File: src/rtl/ctrl_pkg.sv
// Shared encodings for the multi-cycle control unit: opcodes, FSM states and
// datapath select values.
package ctrl_pkg;

  localparam int unsigned STATE_W  = 3;
  localparam int unsigned PC_SRC_W = 2;
  localparam int unsigned WB_SRC_W = 2;

  localparam int unsigned OP_ADD   = 0;
  localparam int unsigned OP_HALT  = 1;
  localparam int unsigned OP_LOAD  = 2;
  localparam int unsigned OP_STORE = 3;
  localparam int unsigned OP_CLEAR = 4;
  localparam int unsigned OP_SKIP  = 5;
  localparam int unsigned OP_JUMP  = 6;

  typedef enum logic [STATE_W-1:0] {
    ST_FETCH  = 3'd0,
    ST_DECODE = 3'd1,
    ST_EXEC   = 3'd2,
    ST_MEM    = 3'd3,
    ST_WB     = 3'd4,
    ST_HALT   = 3'd5
  } state_e;

  localparam logic [PC_SRC_W-1:0] PC_SRC_INC  = 2'd0;
  localparam logic [PC_SRC_W-1:0] PC_SRC_JUMP = 2'd1;

  localparam logic [WB_SRC_W-1:0] WB_SRC_ALU  = 2'd0;
  localparam logic [WB_SRC_W-1:0] WB_SRC_MEM  = 2'd1;
  localparam logic [WB_SRC_W-1:0] WB_SRC_ZERO = 2'd2;

  localparam int unsigned ALU_OP_ADD = 0;

endpackage

File: src/rtl/ctrl_watchdog.sv
// Memory-handshake watchdog: counts stalled request cycles and flags expiry in
// the cycle the count would reach TIMEOUT. TIMEOUT=0 disables it.
module ctrl_watchdog #(
  parameter int unsigned TIMEOUT = 16
) (
  input  logic clk,
  input  logic reset,
  input  logic clr,
  input  logic en,
  output logic expired
);

  localparam int unsigned CW    = (TIMEOUT > 0) ? $clog2(TIMEOUT + 1) : 1;
  localparam int unsigned LIMIT = (TIMEOUT > 0) ? TIMEOUT - 1 : 0;

  logic [CW-1:0] cnt_q, cnt_d;

  always_comb begin
    cnt_d = cnt_q;
    if (clr) begin
      cnt_d = '0;
    end else if (en && (cnt_q != CW'(TIMEOUT))) begin
      cnt_d = cnt_q + CW'(1);
    end
  end

  always_ff @(posedge clk) begin
    if (reset) begin
      cnt_q <= '0;
    end else begin
      cnt_q <= cnt_d;
    end
  end

  // A ready response in the final cycle drops en, so completion wins over expiry.
  assign expired = (TIMEOUT > 0) && en && (cnt_q == CW'(LIMIT));

endmodule

File: src/rtl/multicycle_ctrl.sv
// Multi-cycle instruction sequencer: drives datapath enables/selects over a
// shared handshaked memory port, with illegal-opcode and timeout trapping.
module multicycle_ctrl
  import ctrl_pkg::*;
#(
  parameter int unsigned OPW     = 4,
  parameter int unsigned ALUOPW  = 2,
  parameter int unsigned TIMEOUT = 16,
  parameter int unsigned CNTW    = 16
) (
  input  logic              clk,
  input  logic              reset,
  input  logic [OPW-1:0]    opcode,
  input  logic              zero,
  input  logic              mem_ready,
  output logic              mem_req,
  output logic              mem_we,
  output logic              mem_sel,
  output logic              ir_write,
  output logic              pc_write,
  output logic [1:0]        pc_src,
  output logic              reg_write,
  output logic              reg_dst,
  output logic [1:0]        wb_src,
  output logic              alu_src,
  output logic [ALUOPW-1:0] alu_op,
  output logic              halted,
  output logic              illegal,
  output logic              bus_err,
  output logic [CNTW-1:0]   retired,
  output logic [2:0]        state
);

  localparam logic [OPW-1:0] OPC_ADD   = OPW'(OP_ADD);
  localparam logic [OPW-1:0] OPC_HALT  = OPW'(OP_HALT);
  localparam logic [OPW-1:0] OPC_LOAD  = OPW'(OP_LOAD);
  localparam logic [OPW-1:0] OPC_STORE = OPW'(OP_STORE);
  localparam logic [OPW-1:0] OPC_CLEAR = OPW'(OP_CLEAR);
  localparam logic [OPW-1:0] OPC_SKIP  = OPW'(OP_SKIP);
  localparam logic [OPW-1:0] OPC_JUMP  = OPW'(OP_JUMP);

  state_e            state_q, state_d;
  logic              illegal_q, bus_err_q;
  logic [CNTW-1:0]   retired_q;
  logic              retire_c, trap_ill_c, timeout_c, wd_clr_c, wd_en_c;

  ctrl_watchdog #(.TIMEOUT(TIMEOUT)) u_watchdog (
    .clk     (clk),
    .reset   (reset),
    .clr     (wd_clr_c),
    .en      (wd_en_c),
    .expired (timeout_c)
  );

  assign wd_en_c  = mem_req && !mem_ready;
  assign wd_clr_c = (state_d != state_q) && ((state_d == ST_FETCH) || (state_d == ST_MEM));

  always_ff @(posedge clk) begin
    if (reset) begin
      state_q <= ST_FETCH;
    end else begin
      state_q <= state_d;
    end
  end

  always_comb begin
    state_d    = state_q;
    trap_ill_c = 1'b0;
    case (state_q)
      ST_FETCH: begin
        if (timeout_c)      state_d = ST_HALT;
        else if (mem_ready) state_d = ST_DECODE;
      end
      ST_DECODE: begin
        case (opcode)
          OPC_ADD, OPC_LOAD, OPC_STORE: state_d = ST_EXEC;
          OPC_CLEAR:                    state_d = ST_WB;
          OPC_SKIP, OPC_JUMP:           state_d = ST_FETCH;
          OPC_HALT:                     state_d = ST_HALT;
          default: begin
            state_d    = ST_HALT;
            trap_ill_c = 1'b1;
          end
        endcase
      end
      ST_EXEC: begin
        if (opcode == OPC_ADD)                               state_d = ST_WB;
        else if ((opcode == OPC_LOAD) || (opcode == OPC_STORE)) state_d = ST_MEM;
        else                                                  state_d = ST_FETCH;
      end
      ST_MEM: begin
        if (timeout_c)      state_d = ST_HALT;
        else if (mem_ready) state_d = (opcode == OPC_LOAD) ? ST_WB : ST_FETCH;
      end
      ST_WB:   state_d = ST_FETCH;
      ST_HALT: state_d = ST_HALT;
      default: state_d = ST_FETCH;
    endcase
    retire_c = ((state_d == ST_FETCH) && (state_q != ST_FETCH)) ||
               ((state_q == ST_DECODE) && (opcode == OPC_HALT));
  end

  // Outputs decode from state/opcode; held low while reset is asserted.
  always_comb begin
    mem_req   = 1'b0;
    mem_we    = 1'b0;
    mem_sel   = 1'b0;
    ir_write  = 1'b0;
    pc_write  = 1'b0;
    pc_src    = PC_SRC_INC;
    reg_write = 1'b0;
    reg_dst   = 1'b0;
    wb_src    = WB_SRC_ALU;
    alu_src   = 1'b0;
    alu_op    = '0;
    halted    = 1'b0;
    if (!reset) begin
      case (state_q)
        ST_FETCH: begin
          mem_req = 1'b1;
          if (mem_ready) begin
            ir_write = 1'b1;
            pc_write = 1'b1;
          end
        end
        ST_DECODE: begin
          if (opcode == OPC_SKIP) begin
            pc_write = zero;
          end else if (opcode == OPC_JUMP) begin
            pc_write = 1'b1;
            pc_src   = PC_SRC_JUMP;
          end
        end
        ST_EXEC: begin
          alu_op  = ALUOPW'(ALU_OP_ADD);
          alu_src = (opcode == OPC_LOAD) || (opcode == OPC_STORE);
        end
        ST_MEM: begin
          mem_req = 1'b1;
          mem_sel = 1'b1;
          mem_we  = (opcode == OPC_STORE);
        end
        ST_WB: begin
          reg_write = 1'b1;
          if (opcode == OPC_LOAD) begin
            wb_src = WB_SRC_MEM;
          end else begin
            reg_dst = 1'b1;
            wb_src  = (opcode == OPC_CLEAR) ? WB_SRC_ZERO : WB_SRC_ALU;
          end
        end
        ST_HALT: halted = 1'b1;
        default: ;
      endcase
    end
  end

  // Sticky traps and saturating retired-instruction counter.
  always_ff @(posedge clk) begin
    if (reset) begin
      illegal_q <= 1'b0;
      bus_err_q <= 1'b0;
      retired_q <= '0;
    end else begin
      if (trap_ill_c) illegal_q <= 1'b1;
      if (timeout_c)  bus_err_q <= 1'b1;
      if (retire_c && (retired_q != '1)) retired_q <= retired_q + CNTW'(1);
    end
  end

  assign illegal = illegal_q;
  assign bus_err = bus_err_q;
  assign retired = retired_q;
  assign state   = state_q;

endmodule

File: config.mk
export PLATFORM = sky130hd
export DESIGN_NAME = multicycle_ctrl
export DESIGN_NICKNAME = d
export VERILOG_FILES = /design/src/rtl/ctrl_pkg.sv /design/src/rtl/ctrl_watchdog.sv /design/src/rtl/multicycle_ctrl.sv
export SDC_FILE = /design/constraint.sdc
export NUM_CORES = 1
export LEC_CHECK = 0
export BUFFER_PORTS_ARGS = -buffer_cell sky130_fd_sc_hd__buf_2
export CAP_MARGIN = 40
export CORE_MARGIN = 3
export CORE_UTILIZATION = 50
export DETAILED_ROUTE_END_ITERATION = 10
export GPL_ROUTABILITY_DRIVEN = 1
export HOLD_SLACK_MARGIN = 0.15
export PLACE_DENSITY = 0.88
export SLEW_MARGIN = 20
export SYNTH_ARGS = -nofsm -noshare
export SYNTH_HDL_FRONTEND = slang
export SYNTH_SLANG_ARGS = --single-unit
File: constraint.sdc
create_clock -name clk -period 2.9 [get_ports clk]
set_input_delay 0.145 -clock clk [delete_from_list [all_inputs] [get_ports clk]]
set_output_delay 0.145 -clock clk [all_outputs]
set_load 0.005 [all_outputs]
==> results of run 1 <==
report_power, final:
group,switching (mW),internal [mW]
clock,0.105,0.0768
combinational,0.0901,0.0550
sequential,0.0169,0.367
total,0.212,0.499
cells in the mapped netlist, types with 3 or more instances:
cell type / n / share of area
nor3b_1: 3 / 0.013
o21ai_0: 6 / 0.017
nor3_1: 8 / 0.023
o31ai_1: 8 / 0.034
buf_4: 5 / 0.021
buf_6: 3 / 0.019
and3_1: 4 / 0.014
and4_1: 3 / 0.015
nor4_1: 6 / 0.021
a21oi_1: 18 / 0.051
nand4_1: 9 / 0.032
or3_1: 4 / 0.014
nor4b_1: 3 / 0.015
ha_1: 4 / 0.028
nor2b_1: 6 / 0.021
nand2b_1: 4 / 0.014
nand3_1: 9 / 0.026
nor2_1: 20 / 0.043
dfxtp_1: 26 / 0.30
inv_1: 11 / 0.023
nand2_1: 11 / 0.023
clkbuf_1: 4 / 0.0085
xnor2_1: 3 / 0.015
or4_1: 8 / 0.034
layout make-up:
class                      instances  area (µm²)  share of cell area
clock buffer                       4        36.3              0.0184
timing repair buffer              42         215               0.109
inverter                          11        41.3              0.0210
tap                               44        55.1              0.0279
multi-input combinational        172        1100               0.559
sequential                        26         520               0.264
kinds of logic (layout without fill, tap and decap cells):
logic type | after synthesis | after routing | synth area share
AOI/OAI and AO/OA | 49 | 49 | 0.191
DFF | 26 | 26 | 0.296
and+or+nand+nor | 107 | 107 | 0.350
other | 1 | 3 | 0.00213
xor gates and xnor gates | 5 | 5 | 0.0249
buffers and inverters | 26 | 57 | 0.0824
adders and majority gates | 4 | 4 | 0.0284
muxes | 4 | 4 | 0.0249
path summary, 6_finish.rpt:
check,start,end,slack (ns),cells after the start
max,state[1],retired[13],0.29,7
min,reset,retired[11],0.20,2
max reg2reg,state[1],retired[13],0.29,7
min reg2reg,bus_err,bus_err,0.47,2
flip-flops by register name, summed over array words and instances (netlist names):
register	flops
bus_err	1
illegal	1
retired	16
state	3
u_watchdog.cnt_q	5
critical path: cells and delay by family (launching register included):
family	cells	cell delay, ns
AND/OR/NAND/NOR	3	1.01
flip-flops	1	0.68
AO/OA/AOI/OAI	3	0.57
buffers and inverters	1	0.27
layer usage:
metal | share of wire | vias up | wire length (µm) | track usage
met5 | 0 | - | 0 | 0
met4 | 0.016 | 0 | 68 | 0.0777
met3 | 0.060 | 10 | 250 | 0.0462
met2 | 0.48 | 68 | 2030 | 0.331
met1 | 0.44 | 847 | 1850 | 0.270
li1 | - | 897 | - | -
stage by stage:
step,util,worst slack (ns),cells
CTS,0.615,0.342,299
floorplan,-,0.728,224
global route,0.615,0.107,299
finish,0.615,0.294,299
global placement,0.604,0.416,295
detailed placement,0.604,0.365,295
==> impl_metrics.tcl, run 1 <==
set metrics [dict create \
    status "finished, final reports clean" \
    grt_pass1_vias 1643 \
    insertion_delay_ns 0.32 \
    yosysSeqAreaShare 0.296 \
    cts-hold-fix-buffers 0 \
    dr.pass1.iters 4 \
    p_per_area_nw_per_um2 361 \
    crit_slowest_cell "dfxtp_1" \
    mostFrequentLayoutCells "buf_2, dfxtp_1, nor2_1, a21oi_1" \
    wl_um 4200 \
    final_hold_viol_count 0 \
    start_kind "flip-flop" \
    numCtsBuffers 3 \
    grt_antenna_before_repair 0 \
    worstPathArrival_ns 2.87 \
    synth_cells 222 \
    path_max_fanout 18 \
    maxSlewViolCount 0 \
    timing.hold.ws_ns 0.197 \
    setup_viol 0 \
    wl_per_cell_um 14.0 \
    final_common_cell "buf_2" \
    grt_pass1_wl_um 7180 \
    required_ns 3.16 \
    diodes 0 \
    cts-htree-levels 1 \
    grt_usage 0.207 \
    post-route-period-util 0.899 \
    peakVddDrop_v 0.000378 \
    ys_warn_count 0 \
    rsz0062_at_grt "false" \
    io_pins 44 \
    cts.clk_slew.worst_paths_ns 0.14 \
    place.gp.congestion 0.846 \
    hold_class "in2reg" \
    nFillCells 304 \
    drt-vias-per-instance 6.09 \
    initial_core_util 0.550 \
    grt.overflow.total 0 \
    clk_path_buf_depth 2 \
    post_cts_buffers 0 \
    synth-async-reset-ratio 0 \
    tns_ns 0 \
    ys_ff_latch 26 \
    leakage_nw 0.770 \
    fin_area_um2 1970 \
    coreArea_um2 3200 \
    cts.repair.resized 0 \
    cp_cell_sequence "and3b_1 > o21ai_0 > and3_2 > a31oi_2 > buf_4 > or4b_1 > a21oi_1" \
    drive_above_1_share 0.216 \
    synth_edf_count 0 \
    root_buffer "clkbuf_4" \
    crit_path_max_incr_delay_ns 0.68 \
    power_mw 0.711 \
    portBuffers 40 \
    grt_max_degree 19 \
    synth.avg_cell_area_um2 7.93 \
    cp-end-kind "flip-flop" \
    postPlaceCellArea_um2 1930 \
    min_period_ns 2.61 \
    dr_total_vias 1822 \
    fmax_mhz 384 \
    post_synth_num_cell_types 51 \
    die_w_um 65.3 \
    dieArea_um2 4270 \
    skew_ns 0.00591 \
    drc 0 \
    drt_iter0_drc 102 \
    cts_tree "yes" \
    ys.flop_type "dfxtp_1" \
    syn_area_um2 1760 \
    rows 20 \
    drv_cap 0 \
    die_h_um 65.3 \
    fin_nets 268 \
    ant_nets 0 \
    tritoncts_num_sinks 26 \
    worstSetupPathType "reg2reg" \
    relSlewSlack 0.577 \
    dpl.hpwl_um 3030 \
    tightestPinTransition_ns 0.630 \
    area_delta_synth_final_pct 11.9 \
]
Power figures use the tool's default switching activity.
==> inputs of run 2 (changes only) <==
--- a/config.mk
+++ b/config.mk
@@ -5,7 +5,7 @@
 export SDC_FILE = /design/constraint.sdc
 export NUM_CORES = 1
 export LEC_CHECK = 0
-export BUFFER_PORTS_ARGS = -buffer_cell sky130_fd_sc_hd__buf_2
+export BUFFER_PORTS_ARGS = -buffer_cell sky130_fd_sc_hd__buf_4
 export CAP_MARGIN = 40
 export CORE_MARGIN = 3
 export CORE_UTILIZATION = 50
==> impl_metrics.tcl, run 2 (same netlist as run 1, synthesis figures left out) <==
set metrics [dict create \
    final_common_cell "buf_4" \
    post_cts_buffers 0 \
    regToRegSetupSlack_ns 0.30 \
    tightestPinTransition_ns 0.621 \
    crit_path_max_incr_delay_ns 0.52 \
    p_sw_mw 0.224 \
    fmax_mhz 384 \
    io_pins 44 \
    tritoncts_num_sinks 26 \
    area_delta_synth_final_pct 18.6 \
    start_kind "flip-flop" \
    p_per_area_nw_per_um2 381 \
    cts_tree "yes" \
    drive_above_1_share 0.216 \
    startpoint "u_watchdog.cnt_q[0]" \
    leakage_nw 0.781 \
    power_mw 0.795 \
    relSlewSlack 0.583 \
    grt.overflow.total 0 \
    drv_cap 0 \
    dr.pass1.iters 4 \
    skew_ns 0.00747 \
    peakVddDrop_v 0.000281 \
    hold_start "reset" \
    rows 20 \
    die_h_um 65.3 \
    dpl.hpwl_um 3050 \
    clk_path_buf_depth 2 \
    fin_util 0.652 \
    drc 0 \
    maxSlewViolCount 0 \
    root_buffer "clkbuf_4" \
    status "finished, final reports clean" \
    cp_cell_sequence "ha_1 > and3_1 > ha_1 > nand2b_1 > nand4b_1 > and3_1 > a31oi_2 > buf_4 > or4b_1 > a21oi_1" \
    worstSetupPathType "reg2reg" \
    grt_pass1_wl_um 7100 \
    hold_class "in2reg" \
    wl_um 4120 \
    place.gp.congestion 0.958 \
    r2r-start "u_watchdog.cnt_q[0]" \
    p_clk_frac 0.325 \
    rsz0062_at_grt "false" \
    worstPathArrival_ns 2.87 \
    required_ns 3.17 \
    p_seq_frac 0.482 \
    drt-vias-per-instance 6.01 \
    dr_total_vias 1796 \
    initial_core_util 0.550 \
    cts.clk_slew.worst_paths_ns 0.15 \
    min_period_ns 2.60 \
    swShare 0.282 \
    dieArea_um2 4270 \
    grt_max_degree 34 \
    crit_slowest_cell "or4b_1" \
    cts.repair.resized 0 \
    grt_antenna_before_repair 0 \
    fin_nets 268 \
    die_w_um 65.3 \
    insertion_delay_ns 0.34 \
    ant_nets 0 \
    wl_per_cell_um 13.8 \
    tns_ns 0 \
    numCtsBuffers 3 \
    grt_usage 0.205 \
    post-route-period-util 0.898 \
    coreArea_um2 3200 \
    final_hold_viol_count 0 \
    cp-end-kind "flip-flop" \
    p_int_mw 0.570 \
    largest_reg_flops 16 \
    setup_viol 0 \
    path_max_fanout 19 \
    portBuffers 40 \
    grt_pass1_vias 1574 \
    diodes 0 \
    cts-htree-levels 1 \
    cts-hold-fix-buffers 0 \
    mostFrequentLayoutCells "buf_4, dfxtp_1, nor2_1, a21oi_1" \
    power_frac_comb 0.193 \
    drt_iter0_drc 137 \
]
[run 2: changes by cell type in the layout (fill, tap and decap cells not counted), sizes merged]
| cell | before | now |
|---|---|---|
| bufinv | 0 | 1 |
| clkbuf | 4 | 3 |
[run 2: routing by layer]
metal  global-route usage  vias to the layer above  wire length (µm)  part of all wire
li1                     -                      897                 -                 -
met1                0.278                      831              1830              0.44
met2                0.305                       56              1940              0.47
met3               0.0479                       12               250             0.061
met4               0.0959                        0                99             0.024
met5                    0                        -                 0                 0
[run 2: worst max-delay path, delay by kind of cell (launching register included)]
| kind | cells | cell delay (ns) |
|---|---|---|
| buffers and inverters | 1 | 0.26 |
| flip-flops | 1 | 0.42 |
| adder cells (fa/ha/maj) | 2 | 0.37 |
| AO/OA/AOI/OAI | 2 | 0.39 |
| AND/OR/NAND/NOR | 5 | 1.10 |
[run 2: path summary, 6_finish.rpt]
path | end | depth (start not counted)
worst max-delay path | retired[11] | 10
worst min-delay path | state[1] | 2
worst max register to register | retired[11] | 10
worst min register to register | bus_err | 2
[run 2: cell type report]
cell class	instances	area (µm²)
Clock inverter	1	30.0
Inverter	11	41.3
Multi-Input combinational cell	172	1100
Sequential cell	26	520
Timing Repair Buffer	42	315
Clock buffer	3	22.5
Fill cell	295	1120
Tap cell	44	55.1
[run 2: power groups by stage]
stage	clock network, mW	registers [mW]	logic [mW]
6_report	0.258	0.383	0.153
2_1_floorplan	0	0.384	0.123
5_1_grt	0.277	0.386	0.171
3_5_place_dp	0	0.390	0.152
3_3_place_gp	0	0.390	0.150
4_1_cts	0.263	0.382	0.153
[run 2: stage by stage]
stage / worst slack, ns / instance area (µm²) / std cells / hold slack (ns)
6_report: 0.296 / 2090 / 299 / 0.183
5_1_grt: 0.109 / 2090 / 299 / 0.179
3_3_place_gp: 0.436 / 2030 / 295 / 0.455
3_5_place_dp: 0.344 / 2030 / 295 / 0.458
4_1_cts: 0.304 / 2090 / 299 / 0.174
2_1_floorplan: 0.728 / 1770 / 224 / 0.368
==> inputs of run 3 (changes only) <==
--- a/config.mk
+++ b/config.mk
@@ -7,12 +7,11 @@
 export LEC_CHECK = 0
 export BUFFER_PORTS_ARGS = -buffer_cell sky130_fd_sc_hd__buf_4
 export CAP_MARGIN = 40
-export CORE_MARGIN = 3
 export CORE_UTILIZATION = 50
 export DETAILED_ROUTE_END_ITERATION = 10
 export GPL_ROUTABILITY_DRIVEN = 1
 export HOLD_SLACK_MARGIN = 0.15
-export PLACE_DENSITY = 0.88
+export PLACE_DENSITY = 0.73
 export SLEW_MARGIN = 20
 export SYNTH_ARGS = -nofsm -noshare
 export SYNTH_HDL_FRONTEND = slang
==> impl_metrics.tcl, run 3 (same netlist as run 1, synthesis figures left out) <==
set metrics [dict create \
    dpl.hpwl_um 2790 \
    p_int_mw 0.571 \
    leakage_nw 0.781 \
    mostFrequentLayoutCells "buf_4, dfxtp_1, nor2_1, a21oi_1" \
    cts-htree-levels 1 \
    power_mw 0.789 \
    largest_reg_flops 16 \
    coreArea_um2 3360 \
    wl_um 4060 \
    setup_viol 0 \
    fin_nets 268 \
    p_seq_frac 0.487 \
    worstPathArrival_ns 2.85 \
    rows 21 \
    cts-hold-fix-buffers 0 \
    tightestPinTransition_ns 0.634 \
    cts_tree "yes" \
    drv_cap 0 \
    min_path_cells 4 \
    nFillCells 346 \
    drive_above_1_share 0.216 \
    rsz0062_at_grt "false" \
    skew_ns 0.00312 \
    cts.clk_slew.worst_paths_ns 0.15 \
    io_pins 44 \
    fin_util 0.621 \
    cts.repair.resized 0 \
    grt_pass1_wl_um 6380 \
    area_delta_synth_final_pct 18.7 \
    swShare 0.277 \
    numCtsBuffers 3 \
    p_clk_frac 0.317 \
    tns_ns 0 \
    seq_area_um2 520 \
    grt_max_degree 34 \
    tritoncts_num_sinks 26 \
    cp_cell_sequence "and3b_1 > o21ai_0 > and3_2 > a31oi_2 > buf_4 > or4_1 > a21oi_1" \
    timing.hold.ws_ns 0.183 \
    dieArea_um2 3760 \
    grt.overflow.total 0 \
    clk_path_buf_depth 2 \
    status "finished, final reports clean" \
    ff2ff_path_depth 7 \
    die_w_um 61.3 \
    relSlewSlack 0.572 \
    multi_input_area_um2 1100 \
    final_hold_viol_count 0 \
    grt_pass1_vias 1430 \
    drt_iter0_drc 105 \
    path_max_fanout 21 \
    p_sw_mw 0.218 \
    insertion_delay_ns 0.32 \
    post_cts_buffers 0 \
    dr_total_vias 1782 \
    ant_nets 0 \
    wl_per_cell_um 13.5 \
    place.gp.congestion 0.862 \
    crit_path_max_incr_delay_ns 0.68 \
    maxSlewViolCount 0 \
    post-route-period-util 0.890 \
    power_frac_comb 0.196 \
    grt_usage 0.222 \
    worstSetupPathType "reg2reg" \
    drt-vias-per-instance 5.92 \
    diodes 0 \
    start_kind "flip-flop" \
    crit_slowest_cell "dfxtp_1" \
    portBuffers 40 \
    min_period_ns 2.58 \
    hold_class "in2reg" \
    dr.pass1.iters 4 \
    cp-end-kind "flip-flop" \
    p_per_area_nw_per_um2 378 \
    peakVddDrop_v 0.000271 \
    drc 0 \
    grt_antenna_before_repair 0 \
    root_buffer "clkbuf_4" \
    fmax_mhz 387 \
    die_h_um 61.3 \
    initial_core_util 0.523 \
    final_common_cell "buf_4" \
    required_ns 3.16 \
]
[run 3: cell counts in the layout (fill, tap and decap cells not counted)]
Identical to the previous run, type by type.
[run 3: cell type report]
cell class / count / area share
repair buffers: 42 / 0.151
flip-flops and latches: 26 / 0.249
multi-input cells: 172 / 0.528
clock inverters: 1 / 0.0144
well taps: 46 / 0.0275
clock buffers: 3 / 0.0108
inverters: 11 / 0.0198
[run 3: critical path: cells and delay by family (launching register included)]
kind / cells / cell delay [ns]
flip-flops: 1 / 0.68
AND/OR/NAND/NOR: 3 / 1.01
AO/OA/AOI/OAI: 3 / 0.56
buffers and inverters: 1 / 0.26
[run 3: path summary, 6_finish.rpt]
path	from	endpoint	slack [ns]
hold / removal	opcode[3]	illegal	0.18
hold reg to reg	bus_err	bus_err	0.48
setup / recovery	state[1]	retired[3]	0.32
setup reg to reg	state[1]	retired[3]	0.32
[run 3: stage by stage]
step | setup slack, ns | instances | instance area, µm²
after floorplan | 0.728 | 224 | 1770
after global placement | 0.417 | 297 | 2040
after detailed placement | 0.377 | 297 | 2040
after CTS | 0.339 | 301 | 2090
after global routing | 0.143 | 301 | 2090
final | 0.318 | 301 | 2090
[run 3: routing by layer]
metal | part of all wire | global-route usage | vias to the layer above
met4 | 0.013 | 0.0825 | 0
met3 | 0.045 | 0.0273 | 4
met2 | 0.42 | 0.340 | 58
li1 | - | - | 895
met5 | 0 | 0 | -
met1 | 0.52 | 0.321 | 825
[run 3: power by group through the flow]
| stage | Combinational [mW] | Clock, mW | Sequential [mW] |
|---|---|---|---|
| 2_1_floorplan | 0.123 | 0 | 0.384 |
| 3_3_place_gp | 0.152 | 0 | 0.391 |
| 3_5_place_dp | 0.153 | 0 | 0.392 |
| 4_1_cts | 0.154 | 0.258 | 0.384 |
| 5_1_grt | 0.174 | 0.277 | 0.387 |
| 6_report | 0.155 | 0.250 | 0.384 |
